**src/rtl/sys_defs.sv**
```systemverilog
// Shared definitions for the Output SRAM banks.
// Holds the request op encoding, the request/response packet layouts at the
// default bank geometry (16-bit feature values, 256 words, 4-bit tags), and
// the bank controller state encoding exposed on the debug port.
package sys_defs;

  localparam int OSB_FV_W  = 16;
  localparam int OSB_AW    = 8;
  localparam int OSB_TAG_W = 4;

  typedef enum logic [1:0] {
    OP_NOP = 2'b00,
    OP_RD  = 2'b01,
    OP_WR  = 2'b10,
    OP_ACC = 2'b11   // read-add-write, signed saturating
  } osb_op_e;

  typedef struct packed {
    osb_op_e               op;
    logic [OSB_AW-1:0]     addr;
    logic [OSB_FV_W-1:0]   wdata;
    logic [OSB_TAG_W-1:0]  tag;
  } osb_req_t;

  typedef struct packed {
    logic [OSB_FV_W-1:0]   data;
    logic [OSB_TAG_W-1:0]  tag;
  } osb_rsp_t;

  typedef enum logic [1:0] {
    BANK_INIT  = 2'b00,
    BANK_RUN   = 2'b01,
    BANK_DRAIN = 2'b10
  } bank_state_e;

endpackage

```
**src/rtl/sram_1r1w.sv**
```systemverilog
// Simple dual-port storage: one synchronous read port (1-cycle latency) and
// one write port. A same-cycle read of the address being written returns the
// old contents; callers that need the new value forward it themselves.
// Ports: clk; re/raddr/rdata read port; we/waddr/wdata write port.
module sram_1r1w #(
  parameter int W     = 16,
  parameter int DEPTH = 256,
  parameter int AW    = $clog2(DEPTH)
) (
  input  logic          clk,
  input  logic          re,
  input  logic [AW-1:0] raddr,
  output logic [W-1:0]  rdata,
  input  logic          we,
  input  logic [AW-1:0] waddr,
  input  logic [W-1:0]  wdata
);

  logic [W-1:0] mem [DEPTH];

  always_ff @(posedge clk) begin
    if (we) mem[waddr] <= wdata;
    if (re) rdata <= mem[raddr];
  end

endmodule

```
**src/rtl/output_sram_bank_resp.sv**
```systemverilog
// One Output SRAM bank with read/write/accumulate requests and an in-order
// read-response FIFO.
// Ports:
//   clk, reset            single clock, synchronous active-high reset
//   req_*                 arbiter-granted request (op, addr, wdata, tag)
//   req_ready             bank can take a request this cycle
//   rsp_valid/data/tag    head of the read-response FIFO
//   rsp_ready             requester consumes the head entry
//   clear_start           pulse: drain, then zero the whole bank
//   init_done             pulse: zeroing finished, bank is back in service
//   dbg_state             controller state
// Handshake: a transfer happens on a rising edge where valid && ready are both
// high; valid never waits for ready, and the response payload holds steady
// while rsp_valid && !rsp_ready. A NOP with valid is consumed with no effect.
module output_sram_bank_resp
  import sys_defs::*;
#(
  parameter int FV_W      = 16,
  parameter int DEPTH     = 256,
  parameter int TAG_W     = 4,
  parameter int RSP_DEPTH = 4
) (
  input  logic                     clk,
  input  logic                     reset,
  input  logic                     req_valid,
  input  logic [1:0]               req_op,
  input  logic [$clog2(DEPTH)-1:0] req_addr,
  input  logic [FV_W-1:0]          req_wdata,
  input  logic [TAG_W-1:0]         req_tag,
  output logic                     req_ready,
  output logic                     rsp_valid,
  output logic [FV_W-1:0]          rsp_data,
  output logic [TAG_W-1:0]         rsp_tag,
  input  logic                     rsp_ready,
  input  logic                     clear_start,
  output logic                     init_done,
  output bank_state_e              dbg_state
);

  localparam int AW = $clog2(DEPTH);
  localparam int PW = $clog2(RSP_DEPTH);
  localparam int CW = PW + 1;
  localparam int EW = FV_W + TAG_W;

  bank_state_e     state, state_nxt;
  logic [AW-1:0]   init_cnt;
  logic            init_last;
  logic            init_done_q;

  osb_op_e         op_in;
  logic            accept;
  logic            rd_issue;

  logic            s1_valid;
  osb_op_e         s1_op;
  logic [AW-1:0]   s1_addr;
  logic [FV_W-1:0] s1_wdata;
  logic [TAG_W-1:0] s1_tag;
  logic            s1_fwd;
  logic [FV_W-1:0] s1_fwd_data;
  logic [FV_W-1:0] sram_rdata;
  logic [FV_W-1:0] s1_operand;
  logic [FV_W:0]   sum_ext;
  logic [FV_W-1:0] acc_sum;
  logic [FV_W-1:0] s1_wr_data;
  logic            s1_we;
  logic            s1_rd;

  logic            mem_we;
  logic [AW-1:0]   mem_waddr;
  logic [FV_W-1:0] mem_wdata;

  logic [EW-1:0]   fifo_mem [RSP_DEPTH];
  logic [PW-1:0]   wr_ptr, rd_ptr;
  logic [CW-1:0]   fifo_cnt;
  logic [CW:0]     fill;
  logic            push, pop;

  // ---------------- controller ----------------
  assign init_last = (state == BANK_INIT) && (init_cnt == AW'(DEPTH - 1));

  always_comb begin
    state_nxt = state;
    case (state)
      BANK_INIT:  if (init_last) state_nxt = BANK_RUN;
      BANK_RUN:   if (clear_start) state_nxt = BANK_DRAIN;
      BANK_DRAIN: if (!s1_valid && (fifo_cnt == '0)) state_nxt = BANK_INIT;
      default:    state_nxt = BANK_INIT;
    endcase
  end

  always_ff @(posedge clk) begin
    if (reset) begin
      state       <= BANK_INIT;
      init_cnt    <= '0;
      init_done_q <= 1'b0;
    end else begin
      state       <= state_nxt;
      init_done_q <= init_last;
      init_cnt    <= (state == BANK_INIT) ? init_cnt + 1'b1 : '0;
    end
  end

  assign init_done = init_done_q;
  assign dbg_state = state;

  // ---------------- S0: accept and issue ----------------
  // A read sitting in S1 will occupy a FIFO slot next cycle, so it is counted
  // against the FIFO capacity now.
  assign op_in     = osb_op_e'(req_op);
  assign fill      = {1'b0, fifo_cnt} + {{CW{1'b0}}, s1_rd};
  assign req_ready = (state == BANK_RUN) && (fill < (CW+1)'(RSP_DEPTH));
  assign accept    = req_valid && req_ready && (op_in != OP_NOP);
  assign rd_issue  = accept && ((op_in == OP_RD) || (op_in == OP_ACC));

  // ---------------- S1: read data, accumulate, respond ----------------
  // Both WR and ACC commit through the single write port from S1, so they can
  // never collide, and a WR that follows an ACC to the same word lands last.
  // The value S1 commits this cycle is not visible to the S0 read issued this
  // cycle, so it is captured alongside the request and used instead.
  always_comb begin
    s1_operand = s1_fwd ? s1_fwd_data : sram_rdata;
    sum_ext    = {s1_operand[FV_W-1], s1_operand} + {s1_wdata[FV_W-1], s1_wdata};
    acc_sum    = sum_ext[FV_W-1:0];
    if (sum_ext[FV_W] != sum_ext[FV_W-1])
      acc_sum = sum_ext[FV_W] ? {1'b1, {(FV_W-1){1'b0}}} : {1'b0, {(FV_W-1){1'b1}}};
    s1_wr_data = (s1_op == OP_WR) ? s1_wdata : acc_sum;
  end

  assign s1_we = s1_valid && ((s1_op == OP_WR) || (s1_op == OP_ACC));
  assign s1_rd = s1_valid && (s1_op == OP_RD);

  always_ff @(posedge clk) begin
    if (reset) s1_valid <= 1'b0;
    else       s1_valid <= accept;
  end

  always_ff @(posedge clk) begin
    if (accept) begin
      s1_op       <= op_in;
      s1_addr     <= req_addr;
      s1_wdata    <= req_wdata;
      s1_tag      <= req_tag;
      s1_fwd      <= s1_we && (s1_addr == req_addr);
      s1_fwd_data <= s1_wr_data;
    end
  end

  // INIT owns the write port; S1 is always empty while zeroing.
  always_comb begin
    mem_we    = 1'b0;
    mem_waddr = s1_addr;
    mem_wdata = s1_wr_data;
    if (state == BANK_INIT) begin
      mem_we    = !reset;
      mem_waddr = init_cnt;
      mem_wdata = '0;
    end else begin
      mem_we    = s1_we && !reset;
    end
  end

  sram_1r1w #(.W(FV_W), .DEPTH(DEPTH), .AW(AW)) u_sram (
    .clk   (clk),
    .re    (rd_issue),
    .raddr (req_addr),
    .rdata (sram_rdata),
    .we    (mem_we),
    .waddr (mem_waddr),
    .wdata (mem_wdata)
  );

  // ---------------- response FIFO ----------------
  assign push = s1_rd;
  assign pop  = (fifo_cnt != '0) && rsp_ready;

  always_ff @(posedge clk) begin
    if (reset) begin
      wr_ptr   <= '0;
      rd_ptr   <= '0;
      fifo_cnt <= '0;
    end else begin
      if (push) wr_ptr <= wr_ptr + 1'b1;
      if (pop)  rd_ptr <= rd_ptr + 1'b1;
      case ({push, pop})
        2'b10:   fifo_cnt <= fifo_cnt + 1'b1;
        2'b01:   fifo_cnt <= fifo_cnt - 1'b1;
        default: fifo_cnt <= fifo_cnt;
      endcase
    end
  end

  always_ff @(posedge clk) begin
    if (push) fifo_mem[wr_ptr] <= {s1_operand, s1_tag};
  end

  assign rsp_valid           = (fifo_cnt != '0);
  assign {rsp_data, rsp_tag} = rsp_valid ? fifo_mem[rd_ptr] : '0;

endmodule
```
**config.mk**
```make
export PLATFORM = sky130hd
export DESIGN_NAME = output_sram_bank_resp
export DESIGN_NICKNAME = d
export VERILOG_FILES = /design/src/rtl/sys_defs.sv /design/src/rtl/sram_1r1w.sv /design/src/rtl/output_sram_bank_resp.sv
export SDC_FILE = /design/constraint.sdc
export NUM_CORES = 2
export LEC_CHECK = 0
export CORE_MARGIN = 5
export CORE_UTILIZATION = 59
export CTS_CLUSTER_SIZE = 14
export DETAILED_ROUTE_END_ITERATION = 8
export PLACE_DENSITY_LB_ADDON = 0.12
export SLEW_MARGIN = 20
export SYNTH_ARGS = -nofsm -noshare
export SYNTH_HDL_FRONTEND = slang
export SYNTH_MEMORY_MAX_BITS = 65536
export SYNTH_SLANG_ARGS = --single-unit
```
**constraint.sdc**
```tcl
create_clock -name clk -period 23.2 [get_ports clk]
set_input_delay 3.48 -clock clk [delete_from_list [all_inputs] [get_ports clk]]
set_output_delay 3.48 -clock clk [all_outputs]
set_load 0.02 [all_outputs]
```
# Word-level counts from Yosys, hierarchy flattened
# Memories as Yosys holds them, arrays and structs flattened. A register that Yosys moved wholly into a read port is not among the register bits.
# Cells that the tools add are included.
[classes]
n_addsub = 7
order_cmp = 1
eq_ne = 15
muxes = 19
n_bitwise = 1
reduce_logical = 22
[ops]
columns = ["operator", "count"]
rows = [
  ["$mux W16", 5],
  ["$mux W20", 1],
  ["$add A16 B16 Y17", 1],
  ["$logic_and A1 B1 Y1", 11],
  ["$eq A2 B2 Y1 const B", 5],
  ["$mux W2", 5],
  ["$add A8 B1 Y8 const B", 1],
  ["$eq A2 B1 Y1 const B", 4],
  ["$eq A8 B8 Y1", 1],
  ["$eq A8 B8 Y1 const B", 1],
  ["$mux W8", 1],
  ["$ne A2 B2 Y1 const B", 3],
  ["$pmux W2 S3", 1],
  ["$pmux W3 S2", 1],
  ["$mux W1", 5],
  ["$add A2 B1 Y2 const B", 2],
  ["$add A3 B1 Y4", 1],
  ["$lt A4 B3 Y1 const B", 1],
  ["$reduce_bool A2 Y1", 2],
  ["$add A3 B1 Y3 const B", 1],
  ["$logic_not A3 Y1", 1],
  ["$reduce_and A3 Y1", 1],
  ["$reduce_bool A3 Y1", 1],
  ["$sub A3 B1 Y3 const B", 1],
  ["6 further kinds", 8],
]
[totals]
register_bits = 66
ram_bits = 4176
out_inout_bits = 25
n_memories = 2
[mem_list]
columns = ["name", "words", "word_bits", "rd", "rd_ports_with_merged_regs", "write_ports", "line_no", "source"]
rows = [
  ["u_sram.mem", 256, 16, 1, 1, 1, "sram_1r1w.sv:19", "logic [W-1:0] mem [DEPTH];"],
  ["fifo_mem", 4, 20, 1, 1, 1, "output_sram_bank_resp.sv:73", "logic [EW-1:0] fifo_mem [RSP_DEPTH];"],
]

# Longest topological paths before layout
[logic_depth]
ltp_word = 8
depth_mapped = 13
mapped_depth_nobuf = 10

# Modules after synthesis
# Synthesis repeated with hierarchy kept, for this count alone.
[unflattened]
cells_unflattened = 7893
area_unflattened_um2 = 166060.5
[by_module_without_submodules]
columns = ["module", "n_inst", "cells_per_inst", "area_each_um2", "seq_area_each_um2"]
rows = [
  ["sram_1r1w", 1, 7360, 158874.9, 123478.4],
  ["output_sram_bank_resp", 1, 533, 7185.6, 4234.1],
]

# Worst setup path after synthesis
# OpenSTA, ideal clock, no wires.
[synth_path]
kind = "register to register"
startpoint = "register s1_fwd"
endpoint = "memory u_sram.mem[0][11] (data pin)"
setup_ns = 2.316
arrival_time_ns = 13.711
setup_slack_ns = 7.173
path_stages_with_launch = 12
synth_period_minus_slack_ns = 16.027
cell_sequence = "edfxtp_1 -> clkbuf_1 -> buf_1 -> mux2_2 -> ha_1 -> a211oi_1 -> o21ai_1 -> a221o_1 -> o31a_1 -> mux2i_1 -> nand2_1 -> a221oi_1"
[synth_between]
elab_chain_len = 6
[synth_rtl]
columns = ["item", "line_no", "source"]
rows = [
  ["start: declaration", "output_sram_bank_resp.sv:59", "logic s1_fwd;"],
  ["start signal: assignment", "output_sram_bank_resp.sv:144", "s1_fwd <= s1_we && (s1_addr == req_addr);"],
  ["$mux W16 *", "output_sram_bank_resp.sv:122", "s1_operand = s1_fwd ? s1_fwd_data : sram_rdata;"],
  ["via s1_operand[1]", "output_sram_bank_resp.sv:62", "logic [FV_W-1:0] s1_operand;"],
  ["$add A16 B16 Y17 *", "output_sram_bank_resp.sv:123", "sum_ext = {s1_operand[FV_W-1], s1_operand} + {s1_wdata[FV_W-1], s1_wdata};"],
  ["$mux W16 or $ne A1 B1 Y1 (tied branches)", "output_sram_bank_resp.sv:126, output_sram_bank_resp.sv:125", ""],
  ["$mux W16 *", "output_sram_bank_resp.sv:125", "if (sum_ext[FV_W] != sum_ext[FV_W-1])"],
  ["$mux W16 *", "output_sram_bank_resp.sv:127", "s1_wr_data = (s1_op == OP_WR) ? s1_wdata : acc_sum;"],
  ["$mux W16 *", "output_sram_bank_resp.sv:154", "if (state == BANK_INIT) begin"],
  ["via mem_wdata[11]", "output_sram_bank_resp.sv:71", "logic [FV_W-1:0] mem_wdata;"],
  ["end: declaration", "sram_1r1w.sv:19", ""],
]
# Mark *: on every way through the listed nets, which the timed path passes. The rest lies on a longest branch.

==> results.md <==
* Initial antenna violation count at 18
* Total global-route track usage at 0.290
* Area grow syn2layout at 12.7%
* DR vias at 78700
* Final setup vio count at 0
* CTS max path bufs at 4
* H-tree level count at 5
* Crit path cell chain: buf_16 -> buf_4 -> buf_4 -> buf_4 -> buf_4 -> buf_4 -> mux4_2 -> mux2i_1 -> a22oi_1 -> nand4_1 -> a211o_1 -> a21oi_1
* Crit Path Category: input pin to flop
* Clk slew on worst S/H paths at 60 ps
* Post-synth EDFFs at 4239
* CTS Buf Count at 423
* Worst path required time at 23850 ps
* I/O Buffers at just under 60
* Sequential-to-total area share from yosys stat at 0.777
* Layout cells sized above 1 at 0.286
* Status: finished, final reports clean
* Critical-path top delay cell: buf_4
* Top post-synthesis cells by area: edfxtp_1 77%, mux4_2 16%, mux2i_1 2.0%
* Leakage at 60.5 nW
* Setup TNS Final at 0 ps
* Synth cell types at 52
* Delay of the slowest critical-path stage at ~820 ps
* Top-count cell post-synth: edfxtp_1
* Reg2reg end: u_sram.mem[14][14]
* Least-Margin Pin Slew at 1220 ps
* DR iter-0 viols at 10800
* Pre-CTS WS at 12990 ps
* Normalized max-slew margin at 0.181
* CP startpoint: req_addr[0]
* Antenna Nets Post-Route at 0
* First-pass GRT wire length at ~590 mm
* Routed len/inst at 35.6 um
* Post-Syn Instances at around 7100
* Final global-route overflow total at 0
* Worst Hold Class: flop to flop
* Mean post-synth cell area at 23.1 um^2
* Rows at 193
* Post-cts resize count at 0
* Core Footprint at between 200000 and 300000 um^2
* Primary FF master, synth: edfxtp_1
* CP arrival at a little under 10000 ps
* TritonRoute pass-1 iters at 6
* Final hold vios at 0
* Most frequent CP cell: buf_4
* R2R Setup Slk at 16100 ps
* Drt drc at 0
* Final WS setup at 14150 ps
* I/O pin count at 60
* Ys async rst share at 0
* Crit path max-delay family: buffers and inverters
* Final period util at 0.390
* Total wire length at 416 mm
* Max-slew violation count at 0
* Hold_buf cts at 0
* Number of synthesized register bits at ~4300
* Pin count of the biggest net entering global routing at 225
* Final net count at 7676
* Reg2reg path depth at 12
* RSZ-0062 raised after global routing: no
* Post CTS Setup Buffer Count at 0
* CTS Root Cell: clkbuf_16
* Crit end category: flop
* Clk_skew at 72.2 ps
* Max cap viols at 0
* VDD IR-drop max at 0.0735 mV
* Crit path max fanout at 103
* Post-synthesis net count at 7169
* Clk sinks at ~4300
* Vias in the first global route at 78200
* GPL Wtd Cong at 0.842
* Detailed Place HPWL at 240 mm
* CP Buf/Inv Count at 6
* Die W at ~540 um
* Clk_lat worst skew at roughly 1000 ps
* CP endpoint: u_sram.rdata[2]
* CTS tree: done
* Avg Vias per Cell at 6.74
* Die area at just under 300000 um^2
* Tmin final at ~9000 ps
* Top cell type's share of synthesized area at 0.774
* Mapped Area at 164000 um^2
* Worst path depth at 12
* Commonest cells post-synth: 4239 x edfxtp_1, 1140 x mux4_2, 323 x mux2i_1, 311 x nor2_1, 155 x clkbuf_1
* Synth warn at 0
* F_max at 111 MHz
* RR Startpoint: s1_fwd
* Post-synth top area cell: edfxtp_1
* Cell area power density at 84.5 nW/um^2
* Type of origin of the critical path: input pin
* Starting Density at 0.594
* DIE HEIGHT at 538 um
-- layout make-up --
class	instances	area, um^2
inverter	11	41.3
timing repair buffer	467	4000
sequential	4260	128000
clock inverter	260	2720
tap	3705	4640
clock buffer	511	11000
antenna	10	25.0
fill	17300	91600
multi-input combinational	2454	35300
-- placed cells by master, fill, tap and decap left out, types with 10 or more instances in the layout --
cell                n
nor2_4             10
a211oi_2           17
buf_4             383
nor2_1            269
edfxtp_1         4239
buf_12             15
clkinv_2           84
o21ai_1            12
o21ai_0            12
nand3b_1           15
o22ai_1            33
a21oi_1            53
and2_1             27
dfxtp_1            21
clkinv_1           90
nand4_1            36
clkinvlp_4         15
mux2_2             17
nand2_1            59
xnor2_1            17
nor3_1             10
a211o_1            17
a211oi_1           17
bufinv_16          47
diode_2            10
nor2_2             32
o211ai_1           36
ha_1               22
clkdlybuf4s50_1    53
mux4_2           1140
clkbuf_1           82
inv_1              11
nand2b_1           38
clkbuf_16         427
mux2i_1           323
xor2_1             14
nand2_2            16
a22oi_1           129
-- power breakdown --
part | internal, mW | switching, mW
registers | 8.34 | 0.00194
logic | 0.240 | 0.303
clock network | 3.91 | 2.87
-- cell families after synthesis --
kind of cell               Yosys count  share of synthesized area
xor gates and xnor gates            31                    0.00165
adders and majority gates           26                    0.00204
and+or+nand+nor                    557                     0.0153
DFF                               4260                      0.777
muxes                             1480                      0.177
AOI/OAI and AO/OA                  360                     0.0151
buffers and inverters              396                     0.0125
-- worst reg2reg max path, delay by kind of cell, from the launching register on --
kind                     cells  cell delay (ps)
flip-flops                   1              860
AO/OA/AOI/OAI                5             1870
adder cells (fa/ha/maj)      2              760
XOR/XNOR                     1              210
buffers and inverters        3             2560
multiplexers                 1              520
-- metrics by stage --
step | area, um^2 | power [mW] | util | hold WS, ps | std cells
floorplan | 164000 | 8.87 | - | 452 | 7110
global placement | 171000 | 9.04 | 0.619 | 479 | 10900
detailed placement | 171000 | 9.05 | 0.619 | 493 | 10900
CTS | 185000 | 15.8 | 0.669 | 508 | 11700
global route | 185000 | 16.1 | 0.669 | 543 | 11700
finish | 185000 | 15.7 | 0.669 | 522 | 11700
-- registers in the layout, indices dropped and copies added, names as in the netlist, named ones only --
register,count
dbg_state,2
fifo_cnt,3
fifo_mem,80
init_cnt,8
init_done,1
rd_ptr,2
s1_addr,8
s1_fwd,1
s1_fwd_data,16
s1_op,2
s1_tag,4
s1_valid,1
s1_wdata,16
u_sram.mem,4096
u_sram.rdata,16
wr_ptr,2
-- layer usage --
metal | part of all wire | vias up | track usage | routed length, um
met5 | 0.000070 | - | 0 | 29
met4 | 0.040 | 4 | 0.102 | 16700
met3 | 0.10 | 701 | 0.0594 | 41800
met2 | 0.47 | 4258 | 0.442 | 197000
met1 | 0.39 | 42400 | 0.430 | 161000
li1 | - | 31300 | - | -
-- worst min-delay path by stage --
| stage | depth (start not counted) | from | endpoint |
|---|---|---|---|
| after floorplan | 1 | init_cnt[0] | init_cnt[0] |
| after global placement | 2 | fifo_cnt[2] | fifo_cnt[2] |
| after detailed placement | 1 | init_cnt[0] | init_cnt[0] |
| after CTS | 1 | init_cnt[0] | init_cnt[0] |
| after global routing | 0 | s1_tag[0] | fifo_mem[1][0] |
| final | 1 | init_cnt[0] | init_cnt[0] |
Note: power is estimated with default switching activity, not from simulation.
